<file path="config.mk">
export PLATFORM = sky130hd
export DESIGN_NAME = serial_relational_compare_flat
export DESIGN_NICKNAME = d
export VERILOG_FILES = /design/src/rtl/serial_relational_compare_pkg.sv /design/src/rtl/serial_relational_compare_if.sv /design/src/rtl/serial_relational_compare_cmp_cell.sv /design/src/rtl/serial_relational_compare.sv /design/src/flat_wrapper.sv
export SDC_FILE = /design/constraint.sdc
export NUM_CORES = 1
export LEC_CHECK = 0
export BUFFER_PORTS_ARGS = -buffer_cell sky130_fd_sc_hd__buf_4
export CAP_MARGIN = 20
export CORE_ASPECT_RATIO = 1.75
export CORE_UTILIZATION = 40
export CTS_BUF_LIST = sky130_fd_sc_hd__clkbuf_16
export DETAILED_ROUTE_END_ITERATION = 16
export PLACE_DENSITY = 0.7
export SYNTH_ARGS = -nofsm -noshare
export SYNTH_HDL_FRONTEND = slang
export SYNTH_SLANG_ARGS = --single-unit
</file>
<file path="constraint.sdc">
create_clock -name clk -period 2.15 [get_ports clk]
set_input_delay 0.215 -clock clk [delete_from_list [all_inputs] [get_ports clk]]
set_output_delay 0.215 -clock clk [all_outputs]
set_load 0.03 [all_outputs]
</file>
<file path="src/rtl/serial_relational_compare_pkg.sv">
// Shared types for the bit-serial relational comparator: FSM state encoding,
// flag index enum and a helper that expands the gt/lt decision into six flags.
package serial_relational_compare_pkg;

    localparam logic [1:0] ST_IDLE  = 2'd0;
    localparam logic [1:0] ST_SHIFT = 2'd1;
    localparam logic [1:0] ST_DONE  = 2'd2;

    typedef enum logic [1:0] {
        IDLE  = ST_IDLE,
        SHIFT = ST_SHIFT,
        DONE  = ST_DONE
    } state_e;

    localparam int unsigned NUM_FLAGS = 6;

    typedef enum logic [2:0] {
        GT = 3'd0,
        LT = 3'd1,
        GE = 3'd2,
        LE = 3'd3,
        EQ = 3'd4,
        NE = 3'd5
    } flag_idx_e;

    typedef logic [NUM_FLAGS-1:0] flags_t;

    // Six relational flags derived from the two decision bits
    function automatic flags_t flags_from(input logic gt, input logic lt);
        flags_t f;
        f     = '0;
        f[GT] = gt;
        f[LT] = lt;
        f[GE] = ~lt;
        f[LE] = ~gt;
        f[EQ] = ~gt & ~lt;
        f[NE] = gt | lt;
        return f;
    endfunction

endpackage

</file>
<file path="src/rtl/serial_relational_compare_if.sv">
// Serial operand/result bundle between a bit source (master) and the comparator (slave).
interface serial_relational_compare_if #(
    parameter int unsigned WIDTH = 4
);
    logic             start;
    logic             bit_valid;
    logic             a_bit;
    logic             b_bit;
    logic             busy;
    logic             done;
    logic             greater;
    logic             lease;
    logic             no_lease;
    logic             no_great;
    logic             equal;
    logic             no_equal;
    logic [WIDTH-1:0] a_word;
    logic [WIDTH-1:0] b_word;

    modport master (
        output start, bit_valid, a_bit, b_bit,
        input  busy, done, greater, lease, no_lease, no_great, equal, no_equal,
        input  a_word, b_word
    );

    modport slave (
        input  start, bit_valid, a_bit, b_bit,
        output busy, done, greater, lease, no_lease, no_great, equal, no_equal,
        output a_word, b_word
    );
endinterface

</file>
<file path="src/rtl/serial_relational_compare_cmp_cell.sv">
// Decision cell: first differing bit pair (MSB first) decides gt/lt, then freezes.
// Outputs _c are the next-state decision, including the bit accepted this cycle.
module serial_cmp_cell #(
    parameter bit SIGNED = 1'b0
) (
    input  logic clk,
    input  logic rst,
    input  logic clear,
    input  logic bit_en,
    input  logic msb,
    input  logic a_bit,
    input  logic b_bit,
    output logic gt_c,
    output logic lt_c
);

    logic gt_q, gt_d;
    logic lt_q, lt_d;
    logic a_wins;

    always_comb begin
        gt_d   = gt_q;
        lt_d   = lt_q;
        // The two's-complement sign bit carries inverted weight
        a_wins = (msb && SIGNED) ? ~a_bit : a_bit;
        if (clear) begin
            gt_d = 1'b0;
            lt_d = 1'b0;
        end else if (bit_en && !gt_q && !lt_q && (a_bit ^ b_bit)) begin
            gt_d = a_wins;
            lt_d = ~a_wins;
        end
        gt_c = gt_d;
        lt_c = lt_d;
    end

    always_ff @(posedge clk) begin
        if (rst) begin
            gt_q <= 1'b0;
            lt_q <= 1'b0;
        end else begin
            gt_q <= gt_d;
            lt_q <= lt_d;
        end
    end

endmodule

</file>
<file path="src/rtl/serial_relational_compare.sv">
// Bit-serial magnitude comparator: FSM, bit counter, shift registers and result flops.
module serial_relational_compare
    import serial_relational_compare_pkg::*;
#(
    parameter int unsigned WIDTH  = 4,
    parameter bit          SIGNED = 1'b0
) (
    input  logic                          clk,
    input  logic                          rst,
    serial_relational_compare_if.slave    bus
);

    localparam int unsigned CNT_W = $clog2(WIDTH + 1);

    state_e             state_q, state_d;
    logic [CNT_W-1:0]   cnt_q, cnt_d;
    logic [WIDTH-1:0]   a_sr_q, a_sr_d;
    logic [WIDTH-1:0]   b_sr_q, b_sr_d;
    logic [WIDTH-1:0]   a_word_q, a_word_d;
    logic [WIDTH-1:0]   b_word_q, b_word_d;
    flags_t             flags_q, flags_d;
    logic               busy_q, busy_d;
    logic               done_q, done_d;

    logic accept_c;
    logic last_c;
    logic msb_c;
    logic gt_c;
    logic lt_c;

    // A start always wins over a same-cycle bit
    assign accept_c = (state_q == SHIFT) && bus.bit_valid && !bus.start;
    assign last_c   = accept_c && (cnt_q == CNT_W'(WIDTH - 1));
    assign msb_c    = (cnt_q == '0);

    serial_cmp_cell #(
        .SIGNED (SIGNED)
    ) u_cell (
        .clk    (clk),
        .rst    (rst),
        .clear  (bus.start),
        .bit_en (accept_c),
        .msb    (msb_c),
        .a_bit  (bus.a_bit),
        .b_bit  (bus.b_bit),
        .gt_c   (gt_c),
        .lt_c   (lt_c)
    );

    always_comb begin
        state_d  = state_q;
        cnt_d    = cnt_q;
        a_sr_d   = a_sr_q;
        b_sr_d   = b_sr_q;
        a_word_d = a_word_q;
        b_word_d = b_word_q;
        flags_d  = flags_q;

        case (state_q)
            IDLE: begin
                if (bus.start) begin
                    state_d = SHIFT;
                    cnt_d   = '0;
                end
            end
            SHIFT: begin
                if (bus.start) begin
                    cnt_d = '0;
                end else if (accept_c) begin
                    a_sr_d = WIDTH'({a_sr_q, bus.a_bit});
                    b_sr_d = WIDTH'({b_sr_q, bus.b_bit});
                    cnt_d  = cnt_q + CNT_W'(1);
                    if (last_c) begin
                        state_d  = DONE;
                        a_word_d = a_sr_d;
                        b_word_d = b_sr_d;
                        flags_d  = flags_from(gt_c, lt_c);
                    end
                end
            end
            DONE: begin
                cnt_d   = '0;
                state_d = bus.start ? SHIFT : IDLE;
            end
            default: begin
                state_d = IDLE;
                cnt_d   = '0;
            end
        endcase

        if (bus.start) begin
            flags_d = '0;
        end

        busy_d = (state_d == SHIFT);
        done_d = (state_d == DONE);
    end

    always_ff @(posedge clk) begin
        if (rst) begin
            state_q  <= IDLE;
            cnt_q    <= '0;
            a_sr_q   <= '0;
            b_sr_q   <= '0;
            a_word_q <= '0;
            b_word_q <= '0;
            flags_q  <= '0;
            busy_q   <= 1'b0;
            done_q   <= 1'b0;
        end else begin
            state_q  <= state_d;
            cnt_q    <= cnt_d;
            a_sr_q   <= a_sr_d;
            b_sr_q   <= b_sr_d;
            a_word_q <= a_word_d;
            b_word_q <= b_word_d;
            flags_q  <= flags_d;
            busy_q   <= busy_d;
            done_q   <= done_d;
        end
    end

    assign bus.busy     = busy_q;
    assign bus.done     = done_q;
    assign bus.greater  = flags_q[GT];
    assign bus.lease    = flags_q[LT];
    assign bus.no_lease = flags_q[GE];
    assign bus.no_great = flags_q[LE];
    assign bus.equal    = flags_q[EQ];
    assign bus.no_equal = flags_q[NE];
    assign bus.a_word   = a_word_q;
    assign bus.b_word   = b_word_q;

endmodule

</file>
<file path="src/flat_wrapper.sv">
// flat-port wrapper written by rule: the top's interface ports become plain ports
module serial_relational_compare_flat import serial_relational_compare_pkg::*;
#(
    parameter int unsigned WIDTH  = 4,
    parameter bit          SIGNED = 1'b0
)
  (clk, rst, bus_start, bus_bit_valid, bus_a_bit, bus_b_bit, bus_busy, bus_done, bus_greater, bus_lease, bus_no_lease, bus_no_great, bus_equal, bus_no_equal, bus_a_word, bus_b_word);
  serial_relational_compare_if #(.WIDTH(WIDTH)) bus_i ();
  input  logic clk;
  input  logic rst;
  input wire logic [$bits(bus_i.start)-1:0] bus_start;
  input wire logic [$bits(bus_i.bit_valid)-1:0] bus_bit_valid;
  input wire logic [$bits(bus_i.a_bit)-1:0] bus_a_bit;
  input wire logic [$bits(bus_i.b_bit)-1:0] bus_b_bit;
  output wire logic [$bits(bus_i.busy)-1:0] bus_busy;
  output wire logic [$bits(bus_i.done)-1:0] bus_done;
  output wire logic [$bits(bus_i.greater)-1:0] bus_greater;
  output wire logic [$bits(bus_i.lease)-1:0] bus_lease;
  output wire logic [$bits(bus_i.no_lease)-1:0] bus_no_lease;
  output wire logic [$bits(bus_i.no_great)-1:0] bus_no_great;
  output wire logic [$bits(bus_i.equal)-1:0] bus_equal;
  output wire logic [$bits(bus_i.no_equal)-1:0] bus_no_equal;
  output wire logic [$bits(bus_i.a_word)-1:0] bus_a_word;
  output wire logic [$bits(bus_i.b_word)-1:0] bus_b_word;
  assign bus_i.start = bus_start;
  assign bus_i.bit_valid = bus_bit_valid;
  assign bus_i.a_bit = bus_a_bit;
  assign bus_i.b_bit = bus_b_bit;
  assign bus_busy = bus_i.busy;
  assign bus_done = bus_i.done;
  assign bus_greater = bus_i.greater;
  assign bus_lease = bus_i.lease;
  assign bus_no_lease = bus_i.no_lease;
  assign bus_no_great = bus_i.no_great;
  assign bus_equal = bus_i.equal;
  assign bus_no_equal = bus_i.no_equal;
  assign bus_a_word = bus_i.a_word;
  assign bus_b_word = bus_i.b_word;
  serial_relational_compare #(.WIDTH(WIDTH), .SIGNED(SIGNED)) u_core (.clk(clk), .rst(rst), .bus(bus_i));
endmodule
</file>
After elaboration in Yosys (flattened, before gate mapping)
Index checks and enable logic that the tools add are counted.
{"block": "word_totals", "register_bits": 29, "input_bits": 6}
{"block": "op_classes", "n_addsub": 1, "eq_ne": 7, "mux": 14, "bitwise_logic": 7, "reduce_logical": 15}
{"operator": "$mux W3", "count": 3}
{"operator": "$mux W2", "count": 4}
{"operator": "$logic_and A1 B1 Y1", "count": 6}
{"operator": "$pmux W2 S3", "count": 1}
{"operator": "$pmux W3 S2", "count": 1}
{"operator": "$reduce_and A3 Y1", "count": 2}
{"operator": "$mux W1", "count": 5}
{"operator": "$eq A2 B1 Y1 const B", "count": 2}
{"operator": "$eq A2 B2 Y1 const B", "count": 2}
{"operator": "$not A1 Y1", "count": 4}
{"operator": "$reduce_and A4 Y1", "count": 1}
{"operator": "$add A3 B1 Y3 const B", "count": 1}
{"operator": "$eq A3 B2 Y1 const B", "count": 1}
{"operator": "$logic_not A1 Y1", "count": 3}
{"operator": "$ne A3 B2 Y1 const B", "count": 1}
{"operator": "$logic_not A2 Y1", "count": 1}
{"operator": "$ne A2 B2 Y1 const B", "count": 1}
{"operator": "$reduce_and A2 Y1", "count": 1}
{"operator": "$reduce_or A2 Y1", "count": 1}
{"operator": "$and A1 B1 Y1", "count": 1}
{"operator": "$or A1 B1 Y1", "count": 1}
{"operator": "$xor A1 B1 Y1", "count": 1}

Depth between registers and ports, before layout
Gate-level depths: netlist (run 1).
{"block": "depth", "depth_word": 10, "ltp_mapped": 6, "mapped_depth_nobuf": 5}

Cells and area by module
From an unflattened synthesis (run 1), not the netlist that was laid out.
{"block": "unflattened", "cells_unflattened": 134, "hier_area_um2": 1157.4}
{"mod": "serial_relational_compare", "n_inst": 1, "cells_per_inst": 124, "area_each_um2": 1062.3, "seq_area_each_um2": 540.5}
{"mod": "serial_cmp_cell", "n_inst": 1, "cells_per_inst": 10, "area_each_um2": 95.1, "seq_area_each_um2": 40.0}

Worst setup path after synthesis (run 1)
OpenSTA, ideal clock, no wires.
{"block": "synth_path", "kind": "register to register", "from": "register u_core.cnt_q[0]", "to": "register u_core.flags_q[0]", "t_arrival_ns": 1.423, "t_required_ns": 2.034, "slack_ns": 0.611, "path_stages_with_launch": 6, "synth_period_minus_slack_ns": 1.539, "cell_sequence": "dfxtp_1 > ha_1 > ha_1 > clkinv_1 > or4_4 > o211a_1"}
{"block": "synth_via", "elab_chain_len": 3}
{"element": "start, declared", "line": "serial_relational_compare.sv:16", "source": "logic [CNT_W-1:0] cnt_q, cnt_d;"}
{"element": "start signal, assigned", "line": "serial_relational_compare.sv:112", "source": "cnt_q <= cnt_d;"}
{"element": "$eq A3 B2 Y1", "line": "serial_relational_compare.sv:33", "source": "assign last_c = accept_c && (cnt_q == CNT_W'(WIDTH - 1));"}
{"element": "$logic_and A1 B1 Y1", "line": "serial_relational_compare.sv:33"}
{"element": "$reduce_and A3 Y1 (no line)"}
{"element": "end signal, assigned", "line": "serial_relational_compare.sv:117", "source": "flags_q <= flags_d;"}
{"element": "end, declared", "line": "serial_relational_compare.sv:21", "source": "flags_t flags_q, flags_d;"}
No other way between the ends.
A chain may end at the register's enable or synchronous reset.

Worst setup path after layout (run 1)
Ends and elaborated chain as after synthesis.

==> metrics.md, run 1 <==
| Metric | Value |
|---|---|
| Vias per cell | `around 5.4` |
| Async set or reset register ratio after synthesis | `0` |
| # diodes | `0` |
| Initial Util | `0.420` |
| Outcome | `completed` |
| Chip height | `roughly 72 um` |
| Pin count of the biggest net entering global routing | `21` |
| I/O pin cnt | `22` |
| Final HPWL DP | `1620 um` |
| Worst skew pair latency | `approximately 270 ps` |
| Top cells by area, synth | `dfxtp_1 (51%), a21oi_1 (9.3%), nand2_1 (5.7%)` |
| CTS Root Cell | `clkbuf_16` |
| Cell mode on critical path | `ha_1` |
| Hold-fix buffers, CTS | `0` |
| Final ANT Viol Nets | `0` |
| Slew Limit Fails | `0` |
| Max IR drop VDD | `between 500 and 600 uV` |
| # port buffers | `21` |
| Worst EP required | `between 2000 and 2500 ps` |
| HP Class | `in2reg` |
| Post-CTS Setup Inserts | `0` |
| Clock Path Buffers | `2` |
| # fillers | `260` |
| Yosys top cell by area | `dfxtp_1` |
| Row count | `25` |
| Router iterations before antenna repair | `4` |
| Buf+Inv Stages, Crit Path | `1` |
| Resized Gates After CTS | `0` |
| Post-DR wirelength/cell | `between 10 and 15 um` |
| Reg2Reg Setup Slack | `620 ps` |
| Main flop type after synthesis | `dfxtp_1` |
| H-tree levels | `2` |
| Hold depth | `2` |
| Mapped Cells | `between 100 and 150` |
| Layout net count | `about 160` |
| Core area | `0.00269 mm^2` |
| FF-to-FF path depth | `5` |
| # clock sinks | `29` |
| Cell Area, Synth | `between 0.001 and 0.0015 mm^2` |
| Placer congestion estimate | `0.730` |
| Skew final | `1.76 ps` |
| Commonest cells post-synth | `dfxtp_1 (29), a21oi_1 (21), nand2_1 (17)` |
| Finished Core Util | `0.532` |
| Vias | `around 970` |
| Post-synthesis sequential area ratio | `0.514` |
| Grt total ovfl | `0` |
| Worst path cell trace | `ha_1 > ha_1 > clkinv_1 > or4_4 > o211a_1` |
| CP endpoint kind | `flip-flop` |
| Yosys warning total | `0` |
| WP depth | `5` |
| CTS tree | `done` |
| Synth Net Count | `~140` |
| Largest stage delay on the critical path | `approximately 540 ps` |
| Die Area | `around 0.0030 mm^2` |
| Setup TNS | `0 ps` |
| Gr usage total | `0.170` |
| Hold Violations, Final | `0` |
| Area fraction of the dominant cell type after synthesis | `0.514` |
| Iteration-0 DRC Markers | `34` |
| Slew margin rel. | `0.793` |
| Pleak | `between 0.0005 and 0.0006 uW` |
| Worst path slowest cell | `or4_4` |
| Routed WL | `between 2000 and 2500 um` |
| Kind of cell adding the most delay to the critical path | `simple AND/OR/NAND/NOR gates` |
| Slew @ Worst Pin | `around 310 ps` |
| Global-route wire length before repair | `approximately 3800 um` |
| Clock-pin slew on the worst setup and hold paths | `around 40 ps` |
| Area of the multi-input gates | `roughly 490 um^2` |
| Syn Area/Cell | `between 8 and 9 um^2` |
| Crit start category | `flip-flop` |
| Tcrit/Tclk final | `0.712` |
| EDFF count, synth | `0` |
| Area delta synth->final | `26.8%` |
| Unique cell type count in the Yosys netlist | `29` |
| RSZ-0062 raised after global routing | `false` |
| Total of max-cap violations | `0` |
| Most frequent cell after synthesis | `dfxtp_1` |
| Critical-path maximum fanout | `2` |
| Pwr Density | `861 mW/mm^2` |
| Period minus WS final | `approximately 1500 ps` |
| Vias in the first global route | `between 900 and 1k` |
| CP arrival | `1690 ps` |
| Register Area | `roughly 580 um^2` |
| Endpoints failing setup | `0` |
| Num CTS Buffers | `5` |
| Layout cell share with drive strength beyond 1 | `0.219` |
| Die X | `between 40 and 50 um` |
| Max Freq | `roughly 0.65 GHz` |
| Critical path type | `reg2reg` |
| Tot Pwr | `1230 uW` |
| Number of synthesized register bits | `29` |
| Initial antenna violation count | `0` |
| Residual DRC count | `0` |
-- through the flow --
step                      instance area [um^2]  hold slack [ps]  instances  setup WS [ps]
final                                     1430              195        178            619
after global routing                      1430              195        178            532
after CTS                                 1430              189        178            600
after detailed placement                  1290              459        170            612
after global placement                    1290              445        170            661
after floorplan                           1130              330        127            611
-- routing by layer --
layer / global-route usage / wire length, um
met3: 0.0622 / 106
met1: 0.177 / 1010
met5: 0 / 0
met4: 0.115 / 59
met2: 0.281 / 1160
-- registers in the layout, summed over array words and instances, names as in the netlist --
name / cells
u_core.a_sr_q: 3
u_core.b_sr_q: 3
u_core.bus.a_word: 4
u_core.bus.b_word: 4
u_core.bus.busy: 1
u_core.bus.done: 1
u_core.cnt_q: 3
u_core.flags_q: 6
u_core.state_q: 2
u_core.u_cell.gt_q: 1
u_core.u_cell.lt_q: 1
-- kinds of logic (layout without fill, tap and decap cells) --
family | count (synthesis) | count (layout) | share of synthesized area
AND/OR/NAND/NOR | 45 | 45 | 0.204
AO/OA/AOI/OAI | 37 | 37 | 0.180
flip-flops | 29 | 29 | 0.514
buffers and inverters | 11 | 35 | 0.0554
adder cells (fa/ha/maj) | 2 | 2 | 0.0222
XOR/XNOR | 2 | 2 | 0.0155
multiplexers | 1 | 1 | 0.00887
-- report_power, final --
part	switching, uW	internal (uW)	leakage (uW)	total [uW]
registers	6.47	546	0.000234	553
logic	36.3	21.2	0.000252	57.4
clock network	210	412	0.0000776	623
-- cells in the final DEF, fill, tap and decap left out, drive strengths merged, types with 2 or more instances in the layout --
| master | n |
|---|---|
| nor3 | 3 |
| dfxtp | 29 |
| ha | 2 |
| a21oi | 22 |
| nand3 | 9 |
| o21ai | 12 |
| nor2 | 6 |
| clkbuf | 5 |
| buf | 25 |
| inv | 4 |
| o211a | 2 |
| nand2 | 17 |
| nor3b | 2 |
| or3 | 2 |
-- worst register-to-register path: stages, from the launching register on --
cell      delay [ps]
dfxtp_1          350
ha_1             160
ha_1             170
clkinv_1          80
or4_4            540
o211a_1          130
-- area by class of cell --
| type | instances | share of cell area |
|---|---|---|
| Sequential cell | 29 | 0.406 |
| Multi-Input combinational cell | 87 | 0.339 |
| Clock buffer | 5 | 0.0874 |
| Inverter | 2 | 0.00524 |
| Clock inverter | 3 | 0.00787 |
| Timing Repair Buffer | 25 | 0.131 |
| Tap cell | 27 | 0.0236 |
-- final timing paths --
kind                                         end                           from
setup / recovery  u_core.flags_q[0]$_SDFFE_PP0P_   u_core.cnt_q[0]$_SDFFE_PP0P_
hold / removal      u_core.cnt_q[2]$_SDFFE_PP0P_                  bus_bit_valid
setup reg to reg  u_core.flags_q[0]$_SDFFE_PP0P_   u_core.cnt_q[0]$_SDFFE_PP0P_
hold reg to reg    u_core.b_sr_q[2]$_SDFFE_PP0P_  u_core.b_sr_q[2]$_SDFFE_PP0P_
Power figures use the tool's default switching activity.
==> run 2, diff against run 1 <==
--- a/config.mk
+++ b/config.mk
@@ -5,13 +5,14 @@
 export SDC_FILE = /design/constraint.sdc
 export NUM_CORES = 1
 export LEC_CHECK = 0
+export ABC_AREA = 1
 export BUFFER_PORTS_ARGS = -buffer_cell sky130_fd_sc_hd__buf_4
 export CAP_MARGIN = 20
 export CORE_ASPECT_RATIO = 1.75
 export CORE_UTILIZATION = 40
 export CTS_BUF_LIST = sky130_fd_sc_hd__clkbuf_16
 export DETAILED_ROUTE_END_ITERATION = 16
-export PLACE_DENSITY = 0.7
+export PLACE_DENSITY = 0.72
 export SYNTH_ARGS = -nofsm -noshare
 export SYNTH_HDL_FRONTEND = slang
 export SYNTH_SLANG_ARGS = --single-unit
==> constraint.sdc (replaced) <==
create_clock -name clk -period 1.29 [get_ports clk]
set_input_delay 0.129 -clock clk [delete_from_list [all_inputs] [get_ports clk]]
set_output_delay 0.129 -clock clk [all_outputs]
set_load 0.03 [all_outputs]
==> run 2 against run 1 <==
  * Via count rose by 0.21%
  * Clock skew rose by 6.6 ps
  * Wire length fell by 3.3%
  * Maximum frequency rose by 23%
  * Synthesized cell count rose by 3.1%
  * Critical path type unchanged
==> metrics.md, run 2 <==
| Metric | Value |
|---|---|
| Outcome | `completed` |
| Area fraction of the dominant cell type after synthesis | `0.514` |
| Core area | `0.00269 mm^2` |
| EDFF count, synth | `0` |
| Kind of cell adding the most delay to the critical path | `buffers and inverters` |
| Placer congestion estimate | `0.772` |
| Worst path cell trace | `nor2_4 > buf_4 > nand2_4 > inv_8 > nand2_8 > inv_8 > buf_4 > nand2_1 > a21oi_2` |
| Router iterations before antenna repair | `4` |
| Worst path slowest cell | `dfxtp_2` |
| Worst skew pair latency | `270 ps` |
| Final ANT Viol Nets | `0` |
| Vias | `a little under 1k` |
| NetSw | `between 400 and 500 uW` |
| Initial antenna violation count | `0` |
| Slew Limit Fails | `0` |
| Residual DRC count | `0` |
| Layout net count | `171` |
| Most frequent cell after synthesis | `dfxtp_1` |
| I/O pin cnt | `22` |
| Yosys warning total | `0` |
| Pint | `1860 uW` |
| Setup TNS | `0 ps` |
| Slew @ Worst Pin | `around 230 ps` |
| Layout cell share with drive strength beyond 1 | `0.329` |
| Die Area | `about 0.0030 mm^2` |
| Vias in the first global route | `894` |
| Yosys top cell by area | `dfxtp_1` |
| Gr usage total | `0.168` |
| Crit start category | `flip-flop` |
| Iteration-0 DRC Markers | `29` |
| Die X | `~42 um` |
| Area delta synth->final | `37.5%` |
| # fillers | `between 200 and 250` |
| Largest stage delay on the critical path | `340 ps` |
| Net switching fraction of the power | `0.199` |
| Commonest non-fill, non-tap cell in the layout | `buf_4` |
| Routed WL | `between 2000 and 2500 um` |
| Commonest cells post-synth | `dfxtp_1 (29), nand2_1 (22), a21oi_1 (16)` |
| Design Area, Final | `around 0.0016 mm^2` |
| Post-place setup slack | `-55.8 ps` |
| Syn Area/Cell | `about 8.6 um^2` |
| Skew final | `around 8.3 ps` |
| CP endpoint kind | `flip-flop` |
| Slew margin rel. | `0.843` |
| Num CTS Buffers | `5` |
| Grt total ovfl | `0` |
| Pleak | `roughly 0.00066 uW` |
| Cell Area, Synth | `between 0.001 and 0.0015 mm^2` |
| Max Freq | `a little over 0.8 GHz` |
| Total of max-cap violations | `0` |
| Comb power frac | `0.046` |
| Endpoints failing setup | `0` |
| Clock-pin slew on the worst setup and hold paths | `roughly 50 ps` |
| Async set or reset register ratio after synthesis | `0` |
| Flop pwr share | `0.395` |
| Global-route wire length before repair | `around 3800 um` |
| Synth Net Count | `139` |
| # port buffers | `21` |
| Post-synthesis sequential area ratio | `0.514` |
| Most frequent cells in the layout | `buf_4 (28), dfxtp_1 (27), nand2_1 (22), a21oi_1 (16), inv_1 (12)` |
| Initial Util | `0.420` |
| Critical-path maximum fanout | `15` |
| CTS tree | `done` |
| Period minus WS final | `~1200 ps` |
| PnR worst setup slack | `around 49 ps` |
| Vias per cell | `5.06` |
| Clock power frac | `0.559` |
| Reg with most FFs | `u_core.flags_q` |
| CTS Root Cell | `clkbuf_16` |
| # diodes | `0` |
| # clock sinks | `29` |
| Worst EP required | `1490 ps` |
| Pin count of the biggest net entering global routing | `19` |
| CP arrival | `between 1000 and 1500 ps` |
| Mapped Cells | `approximately 130` |
| Row count | `25` |
| Critical path type | `reg2reg` |
| Max FFs per register | `6` |
| Max IR drop VDD | `around 1300 uV` |
| Placed inst area | `approximately 0.0013 mm^2` |
| HP Class | `in2reg` |
| Hold Violations, Final | `0` |
| Number of synthesized register bits | `29` |
| Clock Path Buffers | `2` |
| Post-DR wirelength/cell | `11.8 um` |
| Chip height | `between 70 and 80 um` |
| Unique cell type count in the Yosys netlist | `23` |
| Tcrit/Tclk final | `0.962` |
| Top cells by area, synth | `dfxtp_1 (51%), nand2_1 (7.3%), a21oi_1 (7.1%)` |
| Buf+Inv Stages, Crit Path | `4` |
| H-tree levels | `2` |
| Main flop type after synthesis | `dfxtp_1` |
| Final HPWL DP | `roughly 1700 um` |
| Pwr Density | `around 1500 mW/mm^2` |
==> run 2: cell types whose count changed after synthesis, moves of 5 or more <==
| cell | before | now |
|---|---|---|
| nor2_1 | 5 | 12 |
| a21oi_1 | 21 | 16 |
| o21ai_1 | 12 | 0 |
| o21ai_0 | 0 | 10 |
| inv_1 | 1 | 12 |
| nand2_1 | 17 | 22 |
==> run 2: layer usage <==
| metal | vias to the layer above | routed length, um | GRT usage |
|---|---|---|---|
| met5 | - | 0 | 0 |
| met4 | 0 | 59 | 0.0938 |
| met3 | 6 | 106 | 0.0547 |
| met2 | 20 | 1150 | 0.289 |
| met1 | 447 | 936 | 0.177 |
| li1 | 494 | - | - |
==> run 2: per-stage QoR <==
stage	util	hold WS [ps]	power, uW	instances
floorplan	-	272	997	131
CTS	0.560	132	2340	189
finish	0.578	141	2330	191
global route	0.578	158	2410	191
global placement	0.495	417	1030	181
detailed placement	0.495	411	1030	181
==> run 2: final timing paths <==
path         slack, ps                                end                           start  depth (start not counted)
max reg2reg         50     u_core.flags_q[3]$_SDFFE_PP0P_    u_core.state_q[1]$_SDFF_PP0_                          9
min                140  u_core.bus.b_word[0]$_SDFFE_PP0P_                       bus_b_bit                          3
max                 50     u_core.flags_q[3]$_SDFFE_PP0P_    u_core.state_q[1]$_SDFF_PP0_                          9
min reg2reg        460     u_core.flags_q[4]$_SDFFE_PP0P_  u_core.flags_q[4]$_SDFFE_PP0P_                          2
==> run 2: worst min-delay path: cells and delay by family <==
family                 cells  cell delay, ps
AOI/OAI and AO/OA          1             100
buffers and inverters      2             140
==> run 2: area by class of cell <==
cell class                      instances  area (um^2)  share of cell area
Clock buffer                            5          125              0.0805
Clock inverter                          3         46.3              0.0298
Inverter                               15         72.6              0.0467
Multi-Input combinational cell         83          469               0.302
Sequential cell                        29          586               0.377
Tap cell                               27         33.8              0.0217
Timing Repair Buffer                   29          221               0.143
==> run 2: power groups by stage <==
stage               registers [uW]  logic (uW)  clock network (uW)
detailed placement             937        97.5                   0
global placement               937        96.3                   0
finish                         919         107                1300
CTS                            919        98.5                1320
floorplan                      940        56.4                   0
global route                   920         119                1370
==> run 2: timing repair <==
item | in CTS | in global routing
pin swaps | 0 | 2
cloned | 0 | 0
resized for setup | 1 | 9
setup buffers | 0 | 2
hold endpoints to repair | 0 | 0
setup endpoints to repair | 10 | 10
hold buffers | 0 | 0
==> run 2: kinds of logic (layout without fill, tap and decap cells) <==
family                     count (synthesis)  count (layout)  share of synthesized area
buffers and inverters                     19              52                     0.0952
DFF                                       29              29                      0.514
adders and majority gates                  2               2                     0.0221
and+or+nand+nor                           46              46                      0.194
AOI/OAI and AO/OA                         35              35                      0.175
